### src/rtl/serial_incr_ctrl.sv
// -----------------------------------------------------------------------------
// serial_incr_ctrl
//
// Bit-serial increment stage. A parallel WIDTH-bit operand is captured, then
// streamed LSB-first through a one-bit half adder whose carry input starts at
// 1. A carry flip-flop ripples the carry from bit to bit, and each sum bit is
// shifted back in at the MSB end. After exactly WIDTH shift cycles, the shift
// register holds in_data + 1 (mod 2^WIDTH). It is then presented as a
// parallel result.
//
// Ports:
//   clk        in   system clock, rising edge
//   reset      in   asynchronous active-low reset
//   in_valid   in   upstream word valid
//   in_ready   out  block can accept a word (IDLE only)
//   in_data    in   WIDTH-bit operand
//   out_valid  out  result valid (DONE only)
//   out_ready  in   downstream accepts result
//   out_data   out  in_data + 1, modulo 2^WIDTH
//   out_ovf    out  final carry out (operand was all ones)
//   ser_bit    out  operand bit currently presented to the half adder
//   ser_valid  out  high while ser_bit is meaningful (SHIFT state)
//
// All outputs are registered. Each output register is loaded from the
// next-state decode, so it always reflects the state it is entering.
// -----------------------------------------------------------------------------
module serial_incr_ctrl #(
  parameter int WIDTH = 8,
  parameter int CW    = $clog2(WIDTH + 1)
) (
  input  logic             clk,
  input  logic             reset,
  input  logic             in_valid,
  output logic             in_ready,
  input  logic [WIDTH-1:0] in_data,
  output logic             out_valid,
  input  logic             out_ready,
  output logic [WIDTH-1:0] out_data,
  output logic             out_ovf,
  output logic             ser_bit,
  output logic             ser_valid
);

  typedef enum logic [1:0] {
    IDLE  = 2'd0,
    SHIFT = 2'd1,
    DONE  = 2'd2
  } state_t;

  state_t           state_r;
  state_t           state_s;
  logic [WIDTH-1:0] sr_r;
  logic [WIDTH-1:0] sr_s;
  logic             carry_r;
  logic             carry_s;
  logic [CW-1:0]    count_r;
  logic [CW-1:0]    count_s;
  logic [WIDTH-1:0] out_data_r;
  logic [WIDTH-1:0] out_data_s;
  logic             out_ovf_r;
  logic             out_ovf_s;
  logic             in_ready_r;
  logic             in_ready_s;
  logic             out_valid_r;
  logic             out_valid_s;
  logic             ser_valid_r;
  logic             ser_valid_s;
  logic             ser_bit_r;
  logic             ser_bit_s;
  logic             sum_s;
  logic             cout_s;
  logic             last_s;
  logic [WIDTH-1:0] shifted_s;

  // One-bit half adder: returns {carry, sum}.
  function automatic logic [1:0] half_add(input logic a, input logic b);
    return {a & b, a ^ b};
  endfunction

  // Serial datapath: the half adder on the current LSB plus the carry
  // flip-flop. Once the carry is 0 it stays 0, so the upper bits pass through.
  always_comb begin
    {cout_s, sum_s} = half_add(sr_r[0], carry_r);
    shifted_s       = {sum_s, sr_r[WIDTH-1:1]};
    last_s          = (count_r == CW'(WIDTH - 1));
  end

  // Next-state and datapath-update decode.
  always_comb begin
    state_s    = state_r;
    sr_s       = sr_r;
    carry_s    = carry_r;
    count_s    = count_r;
    out_data_s = out_data_r;
    out_ovf_s  = out_ovf_r;
    case (state_r)
      IDLE: begin
        if (in_valid && in_ready_r) begin
          state_s = SHIFT;
          sr_s    = in_data;
          carry_s = 1'b1;
          count_s = {CW{1'b0}};
        end else begin
          state_s = IDLE;
        end
      end
      SHIFT: begin
        sr_s    = shifted_s;
        carry_s = cout_s;
        count_s = count_r + CW'(1);
        // The last shift also captures the finished word into the
        // result register, so out_data is stable for the whole DONE state.
        if (last_s) begin
          state_s    = DONE;
          out_data_s = shifted_s;
          out_ovf_s  = cout_s;
        end else begin
          state_s = SHIFT;
        end
      end
      DONE: begin
        if (out_valid_r && out_ready) begin
          state_s = IDLE;
        end else begin
          state_s = DONE;
        end
      end
      default: begin
        state_s = IDLE;
        sr_s    = {WIDTH{1'b0}};
        carry_s = 1'b1;
        count_s = {CW{1'b0}};
      end
    endcase
  end

  // Output decode from the state being entered, so the output flops line up
  // with the state register.
  always_comb begin
    in_ready_s  = 1'b0;
    out_valid_s = 1'b0;
    ser_valid_s = 1'b0;
    ser_bit_s   = 1'b0;
    case (state_s)
      IDLE: begin
        in_ready_s = 1'b1;
      end
      SHIFT: begin
        ser_valid_s = 1'b1;
        ser_bit_s   = sr_s[0];
      end
      DONE: begin
        out_valid_s = 1'b1;
      end
      default: begin
        in_ready_s = 1'b0;
      end
    endcase
  end

  // FSM state, shift register, carry and bit counter.
  always_ff @(posedge clk or negedge reset) begin
    if (!reset) begin
      state_r <= IDLE;
      sr_r    <= {WIDTH{1'b0}};
      carry_r <= 1'b1;
      count_r <= {CW{1'b0}};
    end else begin
      state_r <= state_s;
      sr_r    <= sr_s;
      carry_r <= carry_s;
      count_r <= count_s;
    end
  end

  // Registered result word and overflow flag.
  always_ff @(posedge clk or negedge reset) begin
    if (!reset) begin
      out_data_r <= {WIDTH{1'b0}};
      out_ovf_r  <= 1'b0;
    end else begin
      out_data_r <= out_data_s;
      out_ovf_r  <= out_ovf_s;
    end
  end

  // Registered handshake and serial-tap outputs.
  always_ff @(posedge clk or negedge reset) begin
    if (!reset) begin
      in_ready_r  <= 1'b1;
      out_valid_r <= 1'b0;
      ser_valid_r <= 1'b0;
      ser_bit_r   <= 1'b0;
    end else begin
      in_ready_r  <= in_ready_s;
      out_valid_r <= out_valid_s;
      ser_valid_r <= ser_valid_s;
      ser_bit_r   <= ser_bit_s;
    end
  end

  assign in_ready  = in_ready_r;
  assign out_valid = out_valid_r;
  assign out_data  = out_data_r;
  assign out_ovf   = out_ovf_r;
  assign ser_valid = ser_valid_r;
  assign ser_bit   = ser_bit_r;

endmodule

### config.mk
export PLATFORM = sky130hd
export DESIGN_NAME = serial_incr_ctrl
export DESIGN_NICKNAME = d
export VERILOG_FILES = /design/src/rtl/serial_incr_ctrl.sv
export SDC_FILE = /design/constraint.sdc
export NUM_CORES = 1
export LEC_CHECK = 0
export CAP_MARGIN = 20
export CORE_AREA = 2 2 51 53
export CTS_BUF_LIST = sky130_fd_sc_hd__clkbuf_16
export DETAILED_ROUTE_END_ITERATION = 8
export DIE_AREA = 0 0 53 55
export PLACE_DENSITY = 0.84
export REMOVE_ABC_BUFFERS = 1
export SYNTH_ARGS = -nofsm -noshare
export SYNTH_HDL_FRONTEND = slang
export SYNTH_SLANG_ARGS = --single-unit
### constraint.sdc
create_clock -name clk -period 3.14 [get_ports clk]
set_input_delay 0.628 -clock clk [delete_from_list [all_inputs] [get_ports clk]]
set_output_delay 0.628 -clock clk [all_outputs]
set_load 0.05 [all_outputs]
==> metrics.cfg, run 1 <==
[outcome]
status = finished clean

[grt]
grt-ovfl-total = 0
grtUsageTotal_pct = 17.3
antenna_found_initial = 0
grt_pass1_vias = 771
grt_max_degree = 29
grt_first_pass_wirelength_um = 3450

[clock_network]
clockBufferDepth = 2
clk_latency_ns = 0.26
htreeDepth = 1
ctsResizeCount = 0
path_clk_slew_ns = 0.06
cts_buffers = 3
cts_setup_buffers = 0
clk_root_buffer_cell = clkbuf_16
cts.sinks = 28
cts_tree = yes
cts-hold-fix-buffers = 0

[yosys]
ys_seq_elements = 28
synth_area_per_cell_sq_um = 13.9
synth_warnings = 0
netlist_instances = 87
ys_seq_area_share_pct = 58.3
synthesis.area_sq_um = 1210
netlist-cell-type-count = 29

[sta]
fin_crit_sh_pct = 71.1
slew_headroom_pct = 66.8
maxSlewViolCount = 0
finalHoldViolations = 0
hold_ws_ns = 0.469
fmax_mhz = 448
fin_crit_ns = 2.23
setup_violations = 0
tightest_slew_ns = 0.496
rsz0062_at_grt = false
finClkSkew_ns = 0.00330
finalSetupTns_ns = 0

[route]
vias_per_cell = 5.55
drtIter0Drc = 8
drc = 0
vias = 793
ant_nets = 0
wl_per_cell_um = 15.2
dr.pass1.iters = 4
wl_um = 2170

[worst_setup_path]
slowest_delay_ns = 0.80
path_buf_inv = 1
crit_family = buffers and inverters
regToRegStartpoint = count_r[0]
start_kind = flop
ff2ff_path_depth = 4
startpoint = in_ready
criticalPathCategory = flop to output pin
cp_cell_sequence = clkdlybuf4s50_1
r2r_slack_ns = 1.55
cp-end-kind = output pin
r2r_end = out_ovf
crit_fanout = 4
cp_slowest_cell = clkdlybuf4s50_1
arrival_ns = 1.60
required_ns = 2.51

[run]
drv_cap = 0

[floorplanning]
ios = 25
core_sq_um = 2360
dieArea_sq_um = 2920
die_x_um = 53
placementRows = 18
start_util_pct = 51.0
die_y_um = 55

[power_and_ir_drop]
peakVddDrop_v = 0.000782
power.density_nw_per_um2 = 1150
leakagePower_nw = 0.753

[worst_hold_path]
min_path_type = flop to flop
min_from = carry_r
hold_path_end = carry_r
hold_depth = 2

[layout]
drive_gt1_share_pct = 17.7
mostFrequentLayoutCell = dfrtp_1
nFillCells = 183
final_util_pct = 65.5
multi_input_area_sq_um = 455
regArea_sq_um = 703
layout_common_cells = dfrtp_1 (26), clkdlybuf4s50_1 (24), a22o_1 (8), mux2_4 (8), a21o_1 (7)
nNetsFinal = 129
synthToLayoutAreaGrowth_pct = 28.4
antennaDiodeCount = 0

[placed_design]
post-dp-hpwl_um = 1470
port_buffers = 24
gp_congestion = 0.709

worst max path at each step:
stage	to	slack [ns]	cells past startpoint
2_1_floorplan	sr_r[1]	1.24	3
5_1_grt	in_ready	0.88	1
3_5_place_dp	in_ready	1.19	1
3_3_place_gp	in_ready	1.19	1
6_report	in_ready	0.91	1
4_1_cts	in_ready	0.90	1
cells in the mapped netlist, drive strengths merged:
cell     instances  area share [%]
a211o            1            0.73
a211oi           1            0.62
a21o             7             4.4
a21oi            4             1.7
a22o             8             5.8
a31oi            1            0.52
and2b            1            0.83
and3             1            0.52
and4b            1            0.83
buf              4             2.7
dfrtp           26              54
dfstp            2             4.4
ha               2             2.1
inv              4             1.2
mux2            10              12
nand2b           1            0.73
nand3            1            0.41
nand3b           1            0.62
nor2             3             1.6
nor3             2            0.83
nor4bb           1            0.83
o21ai            1            0.41
o21ba            1            0.83
o2bb2ai          1            0.73
or2              2             1.0
through the flow:
stage	cells	setup slack (ns)	area, sq um	power [mW]
global route	143	0.878	1550	1.88
floorplan	83	1.24	1170	1.24
detailed placement	140	1.19	1470	1.51
finish	143	0.908	1550	1.78
global placement	140	1.19	1470	1.48
CTS	143	0.898	1550	1.79
sequential cells by signal, summed over array words and instances (netlist names):
name and cells:
carry_r 1, count_r 4, in_ready 1, out_data 8
out_ovf 1, out_valid 1, ser_bit 1, ser_valid 1
sr_r 8, state_r 2
power breakdown:
| group | switching (mW) | leakage (nW) | internal [mW] |
|---|---|---|---|
| registers | 0.111 | 0.356 | 0.527 |
| logic | 0.482 | 0.360 | 0.382 |
| clock network | 0.108 | 0.0370 | 0.169 |
| total | 0.701 | 0.753 | 1.08 |
tightest hold or removal path, delay by kind of cell (launching register included):
family          cells  cell delay (ns)
buf+inv             1             0.05
flops               1             0.37
compound gates      1             0.05
cell type report:
cell class	instances	area share [%]
clock buffer	3	4.85
inverter	4	0.969
sequential	28	45.4
timing repair buffer	27	17.0
multi-input combinational	51	29.4
tap	30	2.42
layer usage:
metal	share of wire, %	vias up	GRT usage, %
met5	0	-	0
met4	1.2	0	10.3
met3	2.8	4	4.03
met2	50	18	27.5
met1	46	399	21.7
li1	-	372	-
cells by family after synthesis:
logic type	share of synthesized area [%]
compound gates	15.7
simple gates	8.20
mux	11.8
fa+ha+maj	2.07
buf+inv	3.94
flops	58.3
No activity file was read; power rests on OpenSTA's default activity.
==> run 2: changes to the inputs <==
CORE_AREA = 2 2 53 55   (was 2 2 51 53)
DIE_AREA = 0 0 55 57   (was 0 0 53 55)
PLACE_DENSITY = 0.79   (was 0.84)
clock period = 2.1 ns   (was 3.14 ns; I/O delays follow)
==> run 2 against run 1 <==
Utilization decreased by 6.2 points. Clock power rose by 49%. First-iteration DRC count rose by 38%. Critical endpoint unchanged. Die area rose by 7.5%. Global-route usage fell by 0.46 points.
==> metrics.cfg, run 2 (synthesis gave the netlist of run 1 again) <==
[sta]
maxSlewViolCount = 0
slew_headroom_pct = 66.6
fin_crit_sh_pct = 96.1
finalSetupTns_ns = 0
rsz0062_at_grt = false
fmax_mhz = 496
tightest_slew_ns = 0.499
fin_crit_ns = 2.02
finalHoldViolations = 0
finClkSkew_ns = 0.00125
setup_violations = 0

[route]
highest_layer = met4
ant_nets = 0
vias = 791
drtIter0Drc = 11
wl_met3_um = 117
wl_per_cell_um = 15.0
wl_um = 2170
drc = 0
wl_met2_um = 1010
wl_met1_um = 988
vias_per_cell = 5.49
dr.pass1.iters = 4

[worst_setup_path]
start_kind = flop
arrival_ns = 1.60
crit_family = buffers and inverters
required_ns = 1.68
slowest_delay_ns = 0.80
crit_fanout = 4
cp_slowest_cell = clkdlybuf4s50_1
cp.depth = 1
ff2ff_path_depth = 4
cp-end-kind = output pin
cp_cell_sequence = clkdlybuf4s50_1
criticalPathCategory = flop to output pin
path_buf_inv = 1

[power_and_ir_drop]
power_mw = 2.65
peakVddDrop_v = 0.000925
power.density_nw_per_um2 = 1710
leakagePower_nw = 0.753

[grt]
grt_pass1_vias = 815
grt_first_pass_wirelength_um = 3730
grtUsageTotal_pct = 16.8
grt-ovfl-total = 0
antenna_found_initial = 0
grt_max_degree = 29

[clock_network]
cts_buffers = 3
cts-hold-fix-buffers = 0
path_clk_slew_ns = 0.06
htreeDepth = 1
clockBufferDepth = 2
cts_setup_buffers = 0
cts_tree = yes
cts.sinks = 28
ctsResizeCount = 0
clk_root_buffer_cell = clkbuf_16
clk_latency_ns = 0.26

[layout]
drive_gt1_share_pct = 17.7
mostFrequentLayoutCell = dfrtp_1
antennaDiodeCount = 0
nNetsFinal = 129
synthToLayoutAreaGrowth_pct = 28.5
layout_common_cells = dfrtp_1 (26), clkdlybuf4s50_1 (24), a22o_1 (8), mux2_4 (8), a21o_1 (7)

[floorplanning]
placementRows = 19
die_x_um = 55
dieArea_sq_um = 3140
start_util_pct = 46.1
core_sq_um = 2620
die_y_um = 57
ios = 25

[placed_design]
port_buffers = 24
post-dp-hpwl_um = 1480
gp_congestion = 0.699

[run]
drv_cap = 0

[worst_hold_path]
min_path_type = flop to flop
hold_depth = 2

[outcome]
status = finished clean

==> run 2: cell counts in the layout (fill, tap and decap cells not counted) <==
Identical to the previous run, type by type.
==> run 2: through the flow <==
step / area, sq um / instances / hold slack, ns / setup slack [ns] / util [%]
2_1_floorplan: 1170 / 83 / 0.124 / 0.202 / -
3_3_place_gp: 1480 / 141 / 0.449 / 0.369 / 56.4
3_5_place_dp: 1480 / 141 / 0.457 / 0.359 / 56.4
4_1_cts: 1550 / 144 / 0.466 / 0.0756 / 59.3
5_1_grt: 1550 / 144 / 0.474 / 0.0387 / 59.3
6_report: 1550 / 144 / 0.461 / 0.0828 / 59.3
==> run 2: final timing paths <==
path | start | endpoint | slack [ns]
setup / recovery | in_ready | in_ready | 0.08
hold / removal | carry_r | carry_r | 0.46
setup reg to reg | count_r[0] | out_ovf | 0.53
hold reg to reg | carry_r | carry_r | 0.46
max in group asynchronous | reset | in_ready | 1.26
min in group asynchronous | reset | state_r[1] | 0.53
==> run 2: cell type report <==
type,instances,area [sq um]
fill,225,1060
sequential,28,703
multi-input combinational,51,455
timing repair buffer,27,263
clock buffer,3,75.1
tap,31,38.8
inverter,4,15.0
==> run 2: power by group <==
part           switching [mW]  internal [mW]
sequential              0.163          0.788
combinational           0.717          0.569
clock                   0.158          0.252
total                    1.04           1.61
==> run 2: per-layer routing <==
layer | track usage, % | vias to the layer above
met5 | 0 | -
met4 | 9.41 | 0
met3 | 2.62 | 5
met2 | 25.5 | 23
met1 | 22.7 | 395
li1 | - | 368
